### config.mk
export PLATFORM = sky130hd
export DESIGN_NAME = ahb3lite_sram_arbiter
export DESIGN_NICKNAME = d
export VERILOG_FILES = /design/src/rtl/ahb3lite_sram_arbiter.sv
export SDC_FILE = /design/constraint.sdc
export NUM_CORES = 1
export LEC_CHECK = 0
export CAP_MARGIN = 20
export CORE_MARGIN = 2
export CORE_UTILIZATION = 35
export CTS_CLUSTER_DIAMETER = 80
export DETAILED_ROUTE_END_ITERATION = 6
export PLACE_DENSITY = 0.67
export RECOVER_POWER = 25
export SYNTH_ARGS = -nofsm -noshare
export SYNTH_HDL_FRONTEND = slang
export SYNTH_SLANG_ARGS = --single-unit
### constraint.sdc
create_clock -name HCLK -period 2.07 [get_ports HCLK]
set_clock_uncertainty 0.1 [all_clocks]
set_input_delay 0.207 -clock HCLK [delete_from_list [all_inputs] [get_ports HCLK]]
set_output_delay 0.207 -clock HCLK [all_outputs]
set_load 0.01 [all_outputs]
### src/rtl/ahb3lite_sram_arbiter.sv
// Two-requester round-robin front end issuing single AHB3-Lite word transfers to one SRAM slave.
// GNT one cycle after the request edge, DONE three cycles after it with zero wait states; HREADY=0 stalls the data phase.
module ahb3lite_sram_arbiter #(
  parameter int HADDR_SIZE = 8,
  parameter int HDATA_SIZE = 32
) (
  input  logic                  HCLK,
  input  logic                  HRESET,
  input  logic [1:0]            REQ,
  input  logic                  WE0,
  input  logic                  WE1,
  input  logic [HADDR_SIZE-1:0] ADDR0,
  input  logic [HADDR_SIZE-1:0] ADDR1,
  input  logic [HDATA_SIZE-1:0] WDATA0,
  input  logic [HDATA_SIZE-1:0] WDATA1,
  output logic [1:0]            GNT,
  output logic [1:0]            DONE,
  output logic [HDATA_SIZE-1:0] RDATA,
  output logic                  ERR,
  output logic                  HSEL,
  output logic [HADDR_SIZE-1:0] HADDR,
  output logic                  HWRITE,
  output logic [2:0]            HSIZE,
  output logic [2:0]            HBURST,
  output logic [3:0]            HPROT,
  output logic [1:0]            HTRANS,
  output logic [HDATA_SIZE-1:0] HWDATA,
  input  logic                  HREADY,
  input  logic [HDATA_SIZE-1:0] HRDATA,
  input  logic                  HRESP
);

  typedef enum logic [1:0] {
    S_IDLE = 2'd0,
    S_ADDR = 2'd1,
    S_DATA = 2'd2
  } state_t;

  localparam logic [HADDR_SIZE-1:0] WORD_MASK = {{(HADDR_SIZE-2){1'b1}}, 2'b00};

  state_t                  state_q, state_d;
  logic                    sel_q, sel_d;
  logic                    last_q, last_d;
  logic [HDATA_SIZE-1:0]   wdata_q, wdata_d;
  logic [1:0]              gnt_q, gnt_d;
  logic [1:0]              done_q, done_d;
  logic [HDATA_SIZE-1:0]   rdata_q, rdata_d;
  logic                    err_q, err_d;
  logic                    hsel_q, hsel_d;
  logic [1:0]              htrans_q, htrans_d;
  logic [HADDR_SIZE-1:0]   haddr_q, haddr_d;
  logic                    hwrite_q, hwrite_d;
  logic [HDATA_SIZE-1:0]   hwdata_q, hwdata_d;

  logic                    winner;
  logic                    win_we;
  logic [HADDR_SIZE-1:0]   win_addr;
  logic [HDATA_SIZE-1:0]   win_wdata;

  // Under contention the requester not granted last wins.
  always_comb begin
    winner = REQ[1];
    if (REQ == 2'b11) begin
      winner = ~last_q;
    end
    win_we    = winner ? WE1    : WE0;
    win_addr  = winner ? ADDR1  : ADDR0;
    win_wdata = winner ? WDATA1 : WDATA0;
  end

  always_comb begin
    state_d  = state_q;
    sel_d    = sel_q;
    last_d   = last_q;
    wdata_d  = wdata_q;
    gnt_d    = 2'b00;
    done_d   = 2'b00;
    rdata_d  = rdata_q;
    err_d    = err_q;
    hsel_d   = hsel_q;
    htrans_d = htrans_q;
    haddr_d  = haddr_q;
    hwrite_d = hwrite_q;
    hwdata_d = hwdata_q;

    case (state_q)
      S_IDLE: begin
        if (REQ != 2'b00) begin
          sel_d    = winner;
          last_d   = winner;
          gnt_d    = winner ? 2'b10 : 2'b01;
          wdata_d  = win_wdata;
          hsel_d   = 1'b1;
          htrans_d = 2'b10;
          haddr_d  = win_addr & WORD_MASK;
          hwrite_d = win_we;
          state_d  = S_ADDR;
        end
      end
      S_ADDR: begin
        if (HREADY) begin
          hsel_d   = 1'b0;
          htrans_d = 2'b00;
          hwdata_d = wdata_q;
          state_d  = S_DATA;
        end
      end
      S_DATA: begin
        // A stalled data phase (including the first ERROR cycle) leaves every output untouched.
        if (HREADY) begin
          done_d  = sel_q ? 2'b10 : 2'b01;
          err_d   = HRESP;
          if (!hwrite_q) begin
            rdata_d = HRDATA;
          end
          state_d = S_IDLE;
        end
      end
      default: begin
        state_d = S_IDLE;
      end
    endcase
  end

  always_ff @(posedge HCLK) begin
    if (HRESET) begin
      state_q  <= S_IDLE;
      sel_q    <= 1'b0;
      last_q   <= 1'b1;
      wdata_q  <= '0;
      gnt_q    <= 2'b00;
      done_q   <= 2'b00;
      rdata_q  <= '0;
      err_q    <= 1'b0;
      hsel_q   <= 1'b0;
      htrans_q <= 2'b00;
      haddr_q  <= '0;
      hwrite_q <= 1'b0;
      hwdata_q <= '0;
    end else begin
      state_q  <= state_d;
      sel_q    <= sel_d;
      last_q   <= last_d;
      wdata_q  <= wdata_d;
      gnt_q    <= gnt_d;
      done_q   <= done_d;
      rdata_q  <= rdata_d;
      err_q    <= err_d;
      hsel_q   <= hsel_d;
      htrans_q <= htrans_d;
      haddr_q  <= haddr_d;
      hwrite_q <= hwrite_d;
      hwdata_q <= hwdata_d;
    end
  end

  assign GNT    = gnt_q;
  assign DONE   = done_q;
  assign RDATA  = rdata_q;
  assign ERR    = err_q;
  assign HSEL   = hsel_q;
  assign HTRANS = htrans_q;
  assign HADDR  = haddr_q;
  assign HWRITE = hwrite_q;
  assign HWDATA = hwdata_q;
  assign HSIZE  = 3'b010;
  assign HBURST = 3'b000;
  assign HPROT  = 4'b0011;

endmodule

==> results of run 1 <==
## logic make-up (layout without fill, tap and decap cells)
kind of cell           Yosys count  after routing  synth area share, %
and+or+nand+nor                223            223                21.68
muxes                            1              1               0.2319
other                            2             14               0.1740
buffers and inverters           63            245                7.623
DFF                            113            113                52.41
AOI/OAI and AO/OA              111            111                17.88
## cell type report
cell class	instances	area share, %
sequential	113	32.73
antenna	1	0.03621
clock inverter	11	1.991
timing repair buffer	210	29.83
inverter	3	0.1629
tap	147	2.661
clock buffer	21	6.517
multi-input combinational	348	26.07
## registers in the layout, indices dropped and copies added (netlist names)
signal,cells
DONE,2
sel_q,1
last_q,1
GNT,2
wdata_q,32
RDATA,32
HWRITE,1
ERR,1
HWDATA,32
HADDR,6
state_q,2
HTRANS,1
## cells in the final DEF (no fill, tap or decap), drive strengths merged
cell type,count
clkdlybuf4s50,182
nand2,167
dfxtp,113
a21oi,68
nor3,40
a221o,39
clkbuf,25
buf,15
conb,13
dlygate4sd3,9
clkinv,5
nor2,4
inv,3
clkinvlp,3
bufinv,3
nand3b,2
nor3b,2
diode,1
or3,1
a211oi,1
or2,1
nor2b,1
nor4bb,1
nand4bb,1
and3b,1
or3b,1
a21o,1
mux2i,1
o21ai,1
and3,1
a2111oi,1
## how the worst max path moves through the flow
stage	start	to	depth (start not counted)	slack, ns
floorplan	state_q[1]	HADDR[7]	5	0.45
global placement	REQ[1]	wdata_q[15]	5	0.29
detailed placement	HREADY	RDATA[2]	5	0.22
CTS	HWRITE	HWRITE	1	0.33
global route	state_q[0]	HWDATA[31]	5	0.14
finish	state_q[0]	HWDATA[31]	5	0.29
## power groups by stage
stage | combinational, mW | clock [mW] | sequential [mW]
after detailed placement | 0.734 | 0 | 2.40
after floorplan | 0.317 | 0 | 2.41
final | 0.727 | 2.88 | 2.36
after global placement | 0.720 | 0 | 2.40
after global routing | 0.786 | 3.05 | 2.37
after CTS | 0.738 | 2.95 | 2.36
## synthesized netlist by cell type
cell type	instances	area share (%)
a21oi_1	68	7.9
or3_1	1	0.15
or2_1	1	0.15
nand3b_1	2	0.35
buf_6	5	1.3
nor2b_1	1	0.15
nor3_1	40	4.6
inv_1	3	0.26
nand2_1	167	15
o21ai_0	1	0.12
buf_4	14	2.4
dfxtp_1	113	52
nor2_1	4	0.35
a221o_1	39	9.0
or3b_2	1	0.20
nor4bb_1	1	0.23
a21o_1	1	0.17
nor3b_1	2	0.35
nand4bb_1	1	0.26
and3b_1	1	0.20
and3_1	1	0.15
clkbuf_1	39	3.4
mux2i_1	1	0.23
conb_1	2	0.17
a211oi_4	1	0.46
a2111oi_0	1	0.20
buf_2	2	0.23
## worst register-to-register path, cell delays in order (launching register included)
cell and delay [ns]:
dfxtp_1 0.32, clkbuf_1 0.35, and3b_1 0.25, clkbuf_2 0.39, nand2_1 0.15, a21oi_1 0.14
## through the flow
step | cell area [µm²] | util [%] | hold WS [ns] | instances | total power [mW]
3_3_place_gp | 6334 | 52.73 | 0.3346 | 821 | 3.122
5_1_grt | 6912 | 57.54 | 0.2580 | 854 | 6.213
2_1_floorplan | 4358 | - | 0.2235 | 524 | 2.729
3_5_place_dp | 6334 | 52.73 | 0.3456 | 821 | 3.137
4_1_cts | 6922 | 57.63 | 0.2421 | 853 | 6.049
6_report | 6912 | 57.54 | 0.2578 | 854 | 5.970
## layer usage
layer  vias to the layer above  GRT usage (%)  wire, µm
li1                       2097              -         -
met1                      1935          23.29      5416
met2                       156          34.00      6490
met3                        16          5.113       997
met4                         0          9.076       252
met5                         -              0         0
==> results.tsv, run 1 <==
metric	value	unit
sequentialPowerShare	39.6	%
drt_pre_antenna_iters	4	
regArea	2262	µm²
dp_hpwl	8720	µm
fin_tns_setup	0	ns
final_nets	813	
critPathArrivalTime	2.00	ns
cts_tree	built	
rr_worst_depth	5	
switching_power	1.359	mW
grt_pass1_wl	20620	µm
drive_above_1_share	7.365	%
powerDensity	863.7	nW/µm²
setup_viol	0	
numCtsBuffers	17	
rsz0062_at_grt	no	
syn_area	4317	µm²
hold_path_end	RDATA[28]	
cts_htree_levels	4	
post-place-ws	0.2194	ns
worst_slew_pin_slew	0.8179	ns
die_w	115.1	µm
critPathMaxStageDelay	0.39	ns
gp_congestion	0.7699	
ys_warn_count	0	
r2r_slack	0.29	ns
hold_depth	3	
yosys_register_bits	113	
crit_family	buffers and inverters	
hp-start	HRDATA[28]	
layout_setup_ws	0.2914	ns
synth_area_per_cell	8.415	µm²
outcome	completed	
switching_share	22.77	%
routed_via_density	4.923	
clock-root-buffer	clkbuf_16	
antenna_found_initial	1	
drv_slew	0	
synthToLayoutAreaGrowth	60.12	%
clk-insertion-delay-late	0.40	ns
clock_path_buffers	2	
cts_setup_buffers	0	
synthCells	513	
grt_max_degree	72	
hold_violations	0	
die_h	115.1	µm
postRouteAntennaNets	0	
wl_per_cell	15.41	µm
path_buf_inv	2	
yosysSeqAreaShare	52.41	%
fin_crit_sh	85.92	%
clk_pin_slew_worst_paths	0.05	ns
power.internal	4.611	mW
dr.first_iter.drc_count	417	
vias	4204	
std_cell_rows	40	
crit_chain	clkbuf_1 -> and3b_1 -> clkbuf_2 -> nand2_1 -> a21oi_1	
die-area	13240	µm²
crit_path_end_kind	flop	
path_max_fanout	19	
cp_slowest_cell	clkbuf_2	
r2r-end	HWDATA[31]	
routed_wl	13160	µm
yosysUniqueCellTypes	27	
gr-total-overflow	0	
fillers	1074	
port-buffer-count	193	
maxSlewHeadroom	45.47	%
grt_pass1_vias	4220	
post-route-min-period	1.779	ns
ios	211	
fmax	562.3	MHz
cts-hold-fix-buffers	0	
hold_path_class	in -> reg	
cts.sinks	113	
combinationalPowerShare	12.2	%
cts-resized-gates	0	
critPathKind	reg -> reg	
cap_violations	0	
leakage	2.561	nW
ir_worst_vdd	0.4122	mV
power_frac_clock	48.2	%
critPathLaunchType	flop	
start_util	35.94	%
multiInputGateArea	1802	µm²
grt_usage	19.83	%
critPathRequiredTime	2.29	ns
core_area	12010	µm²
r2r-start	state_q[0]	
drc	0	
(Power assumes the default switching activity.)
==> run 2: changes to the inputs <==
--- a/config.mk
+++ b/config.mk
@@ -5,11 +5,12 @@
 export SDC_FILE = /design/constraint.sdc
 export NUM_CORES = 1
 export LEC_CHECK = 0
-export CAP_MARGIN = 20
+export CAP_MARGIN = 0
 export CORE_MARGIN = 2
 export CORE_UTILIZATION = 35
 export CTS_CLUSTER_DIAMETER = 80
 export DETAILED_ROUTE_END_ITERATION = 6
+export GPL_ROUTABILITY_DRIVEN = 0
 export PLACE_DENSITY = 0.67
 export RECOVER_POWER = 25
 export SYNTH_ARGS = -nofsm -noshare
==> results of run 2 <==
Final layout, timing and power as in run 1 (identical DEF).
==> run 3: changes to the inputs <==
--- a/config.mk
+++ b/config.mk
@@ -7,12 +7,12 @@
 export LEC_CHECK = 0
 export CAP_MARGIN = 0
 export CORE_MARGIN = 2
-export CORE_UTILIZATION = 35
+export CORE_UTILIZATION = 40
 export CTS_CLUSTER_DIAMETER = 80
 export DETAILED_ROUTE_END_ITERATION = 6
 export GPL_ROUTABILITY_DRIVEN = 0
-export PLACE_DENSITY = 0.67
-export RECOVER_POWER = 25
+export PLACE_DENSITY = 0.75
+export RECOVER_POWER = 50
 export SYNTH_ARGS = -nofsm -noshare
 export SYNTH_HDL_FRONTEND = slang
 export SYNTH_SLANG_ARGS = --single-unit
==> run 3 against run 2 <==
Final cell count down 1.5%; via count increased by 1.1%; routed wire length decreased by 2.0%; first-iteration DRC count fell by 24%; global-route usage is 2.2 points higher; clock power barely moved; hold slack worse by 0.18 ns; clock-buffer cell count is 2 higher; non-clock buffer count shrank 1; sequential share of layout area about the same; largest power group unchanged.
==> results.tsv, run 3 (synthesis results as in run 1) <==
metric	value	unit	change
cp_slowest_cell	or3_2		
vias	4249		+1.1%
dr_wl_met2	6518	µm	+0.43%
worst_slew_pin_slew	0.8182	ns	+0.0003042 ns
synthToLayoutAreaGrowth	60.14	%	about the same
layout_commonest_cell	clkdlybuf4s50_1		
gr-total-overflow	0		unchanged
clk-insertion-delay-late	0.49	ns	+0.09 ns
cts_setup_buffers	0		unchanged
sequentialPowerShare	39.7	%	about the same
ir_worst_vdd	0.6145	mV	+49%
wl_met1	5166	µm	-4.6%
top_layer	met4		
drv_slew	0		unchanged
ios	211		unchanged
cap_violations	0		unchanged
critPathMaxStageDelay	0.51	ns	+0.12 ns
power_frac_clock	48.0	%	-0.2 points
critPathArrivalTime	2.19	ns	+0.19 ns
diodes	0		-1
die_w	107.9	µm	-6.2%
fmax	538.7	MHz	-4.2%
final_nets	812		-0.12%
critPathKind	reg -> reg		
path_max_fanout	40		+21
outcome	completed		
route.met3.wl	938	µm	-5.9%
std_cell_rows	37		-7.5%
drt_pre_antenna_iters	5		+1
setup_viol	0		unchanged
crit_chain	or3_2 -> buf_2 -> nor3_1 -> a221o_1		
power.internal	4.594	mW	-0.36%
die_h	107.9	µm	-6.2%
maxSlewHeadroom	45.45	%	about the same
drive_above_1_share	7.092	%	-0.27 points
antenna_found_initial	0		-1
hold_violations	0		unchanged
cts-hold-fix-buffers	0		unchanged
grt_usage	22.05	%	+2.2 points
start_util	41.44	%	+5.5 points
clock_path_buffers	2		unchanged
postRouteAntennaNets	0		unchanged
combinationalPowerShare	12.2	%	about the same
fin_tns_setup	0	ns	unchanged
crit_path_end_kind	flop		
p_total	5.940	mW	-0.49%
critPathLaunchType	flop		
dp_hpwl	8586	µm	-1.5%
routed_via_density	5.052		+2.6%
core_area	10420	µm²	-13%
powerDensity	859.3	nW/µm²	-0.51%
clock-root-buffer	clkbuf_8		
rsz0062_at_grt	no		
cts_htree_levels	4		unchanged
fillers	863		-20%
final_cell_mix	clkdlybuf4s50_1, nand2_1, dfxtp_1		
clk_pin_slew_worst_paths	0.06	ns	about the same
grt_pass1_vias	4099		-2.9%
routed_wl	12890	µm	-2.0%
numCtsBuffers	17		unchanged
crit_family	simple AND/OR/NAND/NOR gates		
hold_path_class	in -> reg		
grt_max_degree	72		unchanged
switching_power	1.346	mW	-0.96%
leakage	2.601	nW	+1.5%
dr.first_iter.drc_count	319		-24%
port-buffer-count	193		unchanged
post-route-min-period	1.856	ns	+0.07768 ns
cts.sinks	113		unchanged
fin_crit_sh	89.67	%	+3.8 points
path_buf_inv	1		-1
cts_tree	built		
critPathRequiredTime	2.40	ns	+0.11 ns
drc	0		unchanged
cts-resized-gates	0		unchanged
wl_per_cell	15.32	µm	-0.53%
switching_share	22.66	%	-0.11 points
grt_pass1_wl	19960	µm	-3.2%
die-area	11640	µm²	-12%
[run 3: power groups by stage]
stage / sequential (mW) / clock [mW] / combinational [mW]
final: 2.36 / 2.85 / 0.725
after global routing: 2.37 / 3.03 / 0.782
after CTS: 2.36 / 2.91 / 0.737
after detailed placement: 2.40 / 0 / 0.731
after global placement: 2.40 / 0 / 0.720
after floorplan: 2.41 / 0 / 0.317
[run 3: path summary, 6_finish.rpt]
check             start           to  slack (ns)  cells past startpoint
max          state_q[0]  wdata_q[29]        0.21                      4
min              REQ[0]        sel_q        0.07                      3
max reg2reg  state_q[0]  wdata_q[29]        0.21                      4
min reg2reg    RDATA[6]     RDATA[6]        0.35                      2
[run 3: worst min-delay path, cell delays in order]
cell      delay [ns]
buf_2           0.17
a211oi_4        0.09
a21o_1          0.14
[run 3: area by class of cell]
class,instances,area (µm²),share of cell area [%]
clock buffer,23,456.7,6.606
clock inverter,9,131.4,1.900
inverter,3,11.26,0.1629
multi-input combinational,348,1802,26.06
sequential,113,2262,32.72
tap,136,170.2,2.462
timing repair buffer,209,2079,30.08
[run 3: through the flow]
stage	cells	hold slack [ns]	worst slack, ns	cell area, µm²	utilization, %
5_1_grt	841	0.05573	0.1275	6913	66.37
3_3_place_gp	809	0.3378	0.2675	6337	60.84
4_1_cts	841	0.04679	0.2145	6925	66.49
3_5_place_dp	809	0.3438	0.2392	6337	60.84
6_report	841	0.07302	0.2138	6913	66.37
2_1_floorplan	524	0.2235	0.4542	4358	-
[run 3: layer usage]
layer	vias to the layer above	GRT usage [%]
met1	1958	25.07
met5	-	0
met3	22	6.174
met2	175	38.68
met4	0	9.066
li1	2094	-
